`src/rtl/ser_pkg.sv`:
```
// ---------------------------------------------------------------------------
// ser_pkg
// Shared types and constants for the single-wire serial link (transmitter now,
// receiver later).
//   tx_state_t  : transmitter frame states
//   LINE_IDLE   : level of the line between frames
//   START_BIT   : level driven for the start bit
//   STOP_BIT    : level driven for the stop bit
//   clog2_min1  : counter width for a range, never narrower than one bit
// ---------------------------------------------------------------------------
package ser_pkg;

   typedef enum logic [2:0] {
      IDLE,
      START,
      DATA,
      PARITY,
      STOP
   } tx_state_t;

   localparam logic LINE_IDLE = 1'b1;
   localparam logic START_BIT = 1'b0;
   localparam logic STOP_BIT  = 1'b1;

   // $clog2(1) is 0, which would give a zero-width counter.
   function automatic int clog2_min1(input int value);
      int w;
      w = $clog2(value);
      return (w < 1) ? 1 : w;
   endfunction

endpackage

```
`src/rtl/ser_baud_tick.sv`:
```
// ---------------------------------------------------------------------------
// ser_baud_tick
// Baud counter that marks the last clk cycle of each bit period.
//   clk   in  : clock, state updates on posedge
//   rst   in  : synchronous active-high reset, clears the count
//   clear in  : restart the count at 0 on the next cycle (state entry)
//   tick  out : high while the count equals CLKS_PER_BIT-1
// With CLKS_PER_BIT=1 the count stays at 0 and tick is constantly high.
// ---------------------------------------------------------------------------
module ser_baud_tick
   import ser_pkg::*;
#(
   parameter int CLKS_PER_BIT = 4
) (
   input  logic clk,
   input  logic rst,
   input  logic clear,
   output logic tick
);

   localparam int               CNT_W   = clog2_min1(CLKS_PER_BIT);
   localparam logic [CNT_W-1:0] CNT_MAX = CNT_W'(CLKS_PER_BIT - 1);

   logic [CNT_W-1:0] cnt_q;
   logic [CNT_W-1:0] cnt_d;

   assign tick = (cnt_q == CNT_MAX);

   // Wrap on tick so the count never runs past CLKS_PER_BIT-1.
   always_comb begin
      cnt_d = cnt_q + CNT_W'(1);
      if (clear || tick) begin
         cnt_d = '0;
      end
   end

   always_ff @(posedge clk) begin
      if (rst) begin
         cnt_q <= '0;
      end else begin
         cnt_q <= cnt_d;
      end
   end

endmodule

```
`src/rtl/ser_tx.sv`:
```
// ---------------------------------------------------------------------------
// ser_tx
// Parallel-to-serial line transmitter. Frame on txd: start bit (0), WIDTH data
// bits LSB first, optional even parity bit, stop bit (1). Each bit is held for
// CLKS_PER_BIT clk cycles.
//   clk      in  : clock, state updates on posedge
//   rst      in  : synchronous active-high reset, aborts any frame in flight
//   in_data  in  : word to send, sampled only on the accept edge
//   in_valid in  : producer has a word
//   in_ready out : transmitter idle and able to accept
//   txd      out : serial line, registered, idles at 1
//   busy     out : high from the accept edge until the stop bit has ended
//   done     out : one-cycle pulse on the idle cycle after the stop bit
// Handshake: a word is taken on any posedge where in_valid and in_ready are
// both high; in_valid while in_ready is low is ignored and must be held by the
// producer until it is taken.
// ---------------------------------------------------------------------------
module ser_tx
   import ser_pkg::*;
#(
   parameter int WIDTH        = 8,
   parameter int CLKS_PER_BIT = 4,
   parameter int PARITY_EN    = 1
) (
   input  logic             clk,
   input  logic             rst,
   input  logic [WIDTH-1:0] in_data,
   input  logic             in_valid,
   output logic             in_ready,
   output logic             txd,
   output logic             busy,
   output logic             done
);

   localparam int               BIT_W    = clog2_min1(WIDTH);
   localparam logic [BIT_W-1:0] LAST_BIT = BIT_W'(WIDTH - 1);

   tx_state_t        state_q;
   logic [WIDTH-1:0] shreg_q;
   logic [BIT_W-1:0] bit_q;
   logic             parity_q;
   logic             txd_q;
   logic             in_ready_q;
   logic             busy_q;
   logic             done_q;

   logic accept;
   logic tick;
   logic baud_clear;

   assign accept = in_ready_q & in_valid;

   // Restart the bit period on every state entry: the accept edge and every
   // edge where a non-idle state ends.
   assign baud_clear = accept | ((state_q != IDLE) & tick);

   ser_baud_tick #(
      .CLKS_PER_BIT(CLKS_PER_BIT)
   ) u_baud (
      .clk  (clk),
      .rst  (rst),
      .clear(baud_clear),
      .tick (tick)
   );

   // The shift register is consumed at its LSB: each time a data bit is put
   // on the line the register moves right, so shreg_q[0] is always the next bit.
   always_ff @(posedge clk) begin
      if (rst) begin
         state_q    <= IDLE;
         shreg_q    <= '0;
         bit_q      <= '0;
         parity_q   <= 1'b0;
         txd_q      <= LINE_IDLE;
         in_ready_q <= 1'b1;
         busy_q     <= 1'b0;
         done_q     <= 1'b0;
      end else begin
         done_q <= 1'b0;
         case (state_q)
            IDLE: begin
               if (accept) begin
                  shreg_q    <= in_data;
                  parity_q   <= ^in_data;
                  bit_q      <= '0;
                  state_q    <= START;
                  txd_q      <= START_BIT;
                  in_ready_q <= 1'b0;
                  busy_q     <= 1'b1;
               end
            end
            START: begin
               if (tick) begin
                  state_q <= DATA;
                  txd_q   <= shreg_q[0];
                  shreg_q <= shreg_q >> 1;
                  bit_q   <= '0;
               end
            end
            DATA: begin
               if (tick) begin
                  if (bit_q == LAST_BIT) begin
                     if (PARITY_EN != 0) begin
                        state_q <= PARITY;
                        txd_q   <= parity_q;
                     end else begin
                        state_q <= STOP;
                        txd_q   <= STOP_BIT;
                     end
                  end else begin
                     bit_q   <= bit_q + BIT_W'(1);
                     txd_q   <= shreg_q[0];
                     shreg_q <= shreg_q >> 1;
                  end
               end
            end
            PARITY: begin
               if (tick) begin
                  state_q <= STOP;
                  txd_q   <= STOP_BIT;
               end
            end
            STOP: begin
               if (tick) begin
                  state_q    <= IDLE;
                  txd_q      <= LINE_IDLE;
                  in_ready_q <= 1'b1;
                  busy_q     <= 1'b0;
                  done_q     <= 1'b1;
               end
            end
            default: begin
               state_q    <= IDLE;
               txd_q      <= LINE_IDLE;
               in_ready_q <= 1'b1;
               busy_q     <= 1'b0;
            end
         endcase
      end
   end

   assign in_ready = in_ready_q;
   assign txd      = txd_q;
   assign busy     = busy_q;
   assign done     = done_q;

endmodule

```
`config.mk`:
```
export PLATFORM = sky130hd
export DESIGN_NAME = ser_tx
export DESIGN_NICKNAME = d
export VERILOG_FILES = /design/src/rtl/ser_pkg.sv /design/src/rtl/ser_baud_tick.sv /design/src/rtl/ser_tx.sv
export SDC_FILE = /design/constraint.sdc
export NUM_CORES = 1
export LEC_CHECK = 0
export BUFFER_PORTS_ARGS = -buffer_cell sky130_fd_sc_hd__buf_4
export CORE_AREA = 3 3 47 53
export DETAILED_ROUTE_END_ITERATION = 8
export DIE_AREA = 0 0 50 56
export PLACE_DENSITY = 0.85
export SYNTH_ARGS = -nofsm -noshare
export SYNTH_HDL_FRONTEND = slang
export SYNTH_SLANG_ARGS = --single-unit
```
`constraint.sdc`:
```
create_clock -name clk -period 4.75 [get_ports clk]
set_input_delay 0.7125 -clock clk [delete_from_list [all_inputs] [get_ports clk]]
set_output_delay 0.7125 -clock clk [all_outputs]
set_load 0.05 [all_outputs]
```
# Word level (Yosys, flattened, before mapping)
# Cells that the tools add are included.
dict set report word_totals {
  regBits 21
  latch_bits 0
  ramBits 0
  romBits 0
  output_inout_bits 4
  wordCells 71
  mem_count 0
}
dict set report classes {
  add_sub_neg 2
  mul 0
  div_mod_pow 0
  n_lt_le_gt_ge 0
  n_eq_ne 14
  shifts 0
  muxes 27
  bitwise 5
  n_reduce_logical 14
}
# cell n
set ops {}
lappend ops {{2-to-1 mux 8 bit} 4}
lappend ops {{2-to-1 mux 3 bit} 9}
lappend ops {{one-hot mux 8 bit (3 select lines)} 1}
lappend ops {{one-hot mux 3 bit (5 select lines)} 1}
lappend ops {{!= test 2 bit (second input constant)} 7}
lappend ops {{one-hot mux 3 bit (3 select lines)} 1}
lappend ops {{2-to-1 mux 1 bit} 8}
lappend ops {{XOR reduction 8 bit} 1}
lappend ops {{equality test 3 x 2 -> 1 bit (second input constant)} 2}
lappend ops {{equality test 3 bit (second input constant)} 2}
lappend ops {{one-hot mux 1 bit (3 select lines)} 2}
lappend ops {{AND reduction 6 bit} 1}
lappend ops {{nonzero test 3 bit} 2}
lappend ops {{OR reduction 2 bit} 3}
lappend ops {{AND reduction 5 bit} 1}
lappend ops {{one-hot mux 1 bit (4 select lines)} 1}
lappend ops {{AND reduction 4 bit} 1}
lappend ops {{adder 3 x 1 -> 3 bit (second input constant)} 1}
lappend ops {{equality test 3 x 1 -> 1 bit (second input constant)} 1}
lappend ops {{zero test 3 bit} 1}
lappend ops {{AND reduction 3 bit} 1}
lappend ops {{OR reduction 3 bit} 1}
lappend ops {{adder 2 x 1 -> 2 bit (second input constant)} 1}
lappend ops {{bitwise AND 1 bit} 2}
lappend ops {{other kinds (6)} 7}

# Depth between registers and ports, before layout
dict set report logic_depth {
  word_depth 5
  mapped_depth 7
  depth_no_buf 6
}

# By module
# Synthesis repeated with hierarchy kept, for this count alone.
dict set report hier_totals {
  cells_unflattened 127
  area_unflattened_um2 1197.4
}
# mod n_inst cells_per_inst area_per_inst_um2 seq_area_each_um2
set modules_own_cells {}
lappend modules_own_cells {ser_tx 1 122 1117.3 380.4}
lappend modules_own_cells {ser_baud_tick 1 5 80.1 40.0}

# Worst setup path before layout
# No wires, ideal clock.
dict set report synth_path {
  path_kind {input -> register}
  startpoint {input port in_valid}
  endpoint {register bit_q[1]}
  t_arrival_ps 1414
  path_slack_ps 3204
  path_stages 5
  n_path_buf 1
  path_cell_list {a211o_1 -> o2111a_2 -> buf_4 -> nand4_1 -> a21oi_1}
}
dict set report synth_between {
  elab_chain_len 3
}
# item line_no
set synth_rtl {}
lappend synth_rtl {{start: declaration} ser_tx.sv:28} ;# input logic in_valid,
lappend synth_rtl {{bitwise AND 1 bit} ser_tx.sv:51} ;# assign accept = in_ready_q & in_valid;
lappend synth_rtl {{!= test 2 bit (no line)} --}
lappend synth_rtl {{AND reduction 5 bit (no line)} --}
lappend synth_rtl {{end signal: assignment} ser_tx.sv:111} ;# bit_q <= bit_q + BIT_W'(1);
lappend synth_rtl {{end: declaration} ser_tx.sv:40} ;# logic [BIT_W-1:0] bit_q;
# Every way passes these cells.
# A chain may end at the register's enable or synchronous reset.

# Worst setup path after layout
dict set report layout_path {
  startpoint {register state_q[1]}
  endpoint {register shreg_q[2]}
}
dict set report layout_between {
  elab_chain_len 3
}
# item line_no
set layout_rtl {}
lappend layout_rtl {{start: declaration} ser_tx.sv:38} ;# tx_state_t state_q;
lappend layout_rtl {{start signal: assignment} ser_tx.sv:70} ;# state_q <= IDLE;
lappend layout_rtl {{start signal: assignment} ser_tx.sv:86} ;# state_q <= START;
lappend layout_rtl {{start signal: assignment} ser_tx.sv:94} ;# state_q <= DATA;
lappend layout_rtl {{equality test 3 x 2 -> 1 bit (tied with other cells)} ser_tx.sv:80} ;# case (state_q)
lappend layout_rtl {{!= test 2 bit (no line) / nonzero test 3 bit (equally long branches)} --}
lappend layout_rtl {{AND reduction 5 bit (no line)} --}
lappend layout_rtl {{end signal: assignment} ser_tx.sv:83} ;# shreg_q <= in_data;
lappend layout_rtl {{end signal: assignment} ser_tx.sv:96} ;# shreg_q <= shreg_q >> 1;
lappend layout_rtl {{end signal: assignment} ser_tx.sv:113} ;# shreg_q <= shreg_q >> 1;
lappend layout_rtl {{end: declaration} ser_tx.sv:39} ;# logic [WIDTH-1:0] shreg_q;
# Several ways; a longest one is shown, not always the timed one.

==> results by group <==
Critical path
  – Buffers & Inverters on Critical Path: 0
  – Worst path max stage delay: 0.68 ns
  – Endpoint class of the critical path: flop
  – Setup crit start kind: flop
  – CP top delay family: compound AO/OA/AOI/OAI gates
  – Crit path required time: 4.96 ns
  – CP cell instances: xnor2_2 -> o2111a_2 -> nor2_1 -> a311oi_1
  – Worst Path Max Fanout: 21
  – Setup CP Type: reg -> reg
  – R2r setup slk: 2.93 ns
  – Arr. time, crit path: 2.03 ns
  – CP max stage cell: dfxtp_1

Finish
  – Multi-input gate area: 592 µm²
  – Layout cell share with drive strength beyond 1: 14.9%
  – Commonest non-fill, non-tap cells in the layout: dfxtp_1, nor2_1, buf_4
  – Commonest non-fill, non-tap cell in the layout: dfxtp_1
  – Register area: 420 µm²
  – Fillers: 192
  – Layout area overhead: 10.4%
  – Final nets: 149
  – Antenna Cells: 0

Clock network
  – Root Driver: clkbuf_4
  – CTS tree: built
  – Clk_lat worst skew: 0.30 ns
  – TritonCTS Buffers: 3
  – CTS clk-pin slew, worst paths: 0.11 ns
  – Clk buf depth: 2
  – Post-CTS Hold Buffers: 0
  – Clock sinks: 21
  – Post-cts resize count: 0
  – Post-CTS setup buffer count: 0
  – CTS H-tree depth: 1

Routing
  – WL per Instance: 12.5 µm
  – Final ANT Viol Nets: 0
  – Detailed Routing Iterations Pass 1: 4
  – DRC: 0
  – Final WL: 2020 µm
  – DR iter-0 viols: 18
  – Vias/cell: 5.66
  – Via count: 917

Pwr
  – VDD IR max: 0.000178 V
  – Power Total: 0.000393 W
  – Leakage: 0.446 nW
  – PD cells: 331 mW/mm²

Floorplan
  – Die Ht: 56 µm
  – I/O pin cnt: 15
  – Die area: 0.00280 mm²
  – Row count: 17
  – Starting Density: 53.2%
  – Floorplan core area: 0.00202 mm²
  – Die X: 50 µm

Place
  – IO Port Bufs: 14
  – HPWL Detailed: 1490 µm
  – Final GP Congestion: 0.758

STA
  – Hold Fails Final Rpt: 0
  – Max Clk Rate: 548 MHz
  – Slew Limit Fails: 0
  – Slew @ Worst Pin: 0.547 ns
  – Period utilization: 38.4%
  – Unrepaired setup endpoints after global routing: no
  – Minimum period implied by the final worst setup slack: 1.82 ns
  – Setup TNS: 0 ns
  – Rel. slew slack: 63.5%
  – Layout Skew: 0.00678 ns
  – Final setup vio count: 0

Logic synthesis
  – Synth Area in Simple Gates: 20.4%
  – Adder-cell share of the synthesized area: 3.49%
  – Syn avg cell area: 8.60 µm²
  – Largest family of logic cells by synthesized area: compound AO/OA/AOI/OAI gates
  – XOR/XNOR share of the synthesized area: 8.03%
  – Post-Syn Area: 0.00107 mm²
  – Mapped Nets: 139
  – Post-synth EDFFs: 0
  – Top FF cell, synth: dfxtp_1
  – Asr flop ratio synth: 0%
  – Synth warn: 0
  – Synth Area in Compound Gates: 22.2%
  – Cells after synthesis: 125
  – Multiplexer share of the synthesized area: 0.931%
  – Register area share after synthesis: 39.1%
  – Synth cell types: 36
  – Flops & latches, synth: 21

Worst hold path
  – Hold crit path type: reg -> reg

Global route
  – Largest net degree at the start of global routing: 22
  – GRT Total Usage: 15.4%
  – Initial antenna violation count: 0
  – Total gr overflow: 0
  – Vias in the first global route: 868
  – First-pass GRT wire length: 3560 µm

Outcome
  – Status: complete, no violations

Job
  – Max Cap Violations: 0
[report_power, final]
group	total, W	switching (W)	internal (W)
sequential	0.000208	0.0000144	0.000194
clock	0.0000847	0.0000520	0.0000327
combinational	0.0000997	0.0000559	0.0000438
[logic make-up after synthesis]
kind of cell,count (synthesis)
AND/OR/NAND/NOR,45
AO/OA/AOI/OAI,35
flip-flops,21
buffers and inverters,11
XOR/XNOR,9
adder cells (fa/ha/maj),3
multiplexers,1
[per-layer routing]
metal	share of wire [%]	vias to the layer above	track usage [%]	wire length (µm)
met5	0	-	0	0
met4	0.79	0	5.93	16
met3	4.3	2	2.41	86
met2	50	20	26.5	1010
met1	45	430	18.8	906
li1	-	465	-	-
[sequential cells by signal, indices dropped and copies added (netlist names)]
name and flops:
u_baud.cnt_q 2, txd 1, bit_q 3, state_q 3, parity_q 1, in_ready 1, busy 1, shreg_q 8
done 1
[final timing paths]
| path | from | end | depth (start not counted) |
|---|---|---|---|
| setup / recovery | state_q[1] | shreg_q[2] | 4 |
| hold / removal | u_baud.cnt_q[0] | u_baud.cnt_q[0] | 1 |
| setup reg to reg | state_q[1] | shreg_q[2] | 4 |
| hold reg to reg | u_baud.cnt_q[0] | u_baud.cnt_q[0] | 1 |
[final cells by class]
type	instances	area share, %
multi-input cells	93	49.9
flip-flops and latches	21	35.4
repair buffers	14	8.86
well taps	28	2.95
clock buffers	4	2.22
inverters	2	0.633
[metrics by stage]
step	worst slack [ns]	instances	area, µm²	hold WS (ns)	util [%]
final	2.93	162	1190	0.445	58.7
after floorplan	3.20	125	1070	0.413	-
after global placement	3.02	158	1160	0.435	57.4
after CTS	2.95	162	1190	0.450	58.7
after detailed placement	2.98	158	1160	0.434	57.4
after global routing	2.74	162	1190	0.475	58.7
[cell usage after synthesis, drive strengths merged (2+ instances only)]
cell | count | share of area (%)
inv | 2 | 0.70
a311oi | 7 | 5.7
nor2 | 16 | 5.6
o21ai | 10 | 4.7
buf | 5 | 3.7
nor3 | 3 | 1.4
dfxtp | 21 | 39
o21bai | 2 | 1.4
xnor2 | 8 | 7.2
a21oi | 7 | 3.3
nand2b | 4 | 2.3
ha | 3 | 3.5
a211oi | 2 | 1.4
clkbuf | 4 | 1.4
nand2 | 12 | 4.2
nand4 | 2 | 1.2
(Power assumes the default switching activity.)
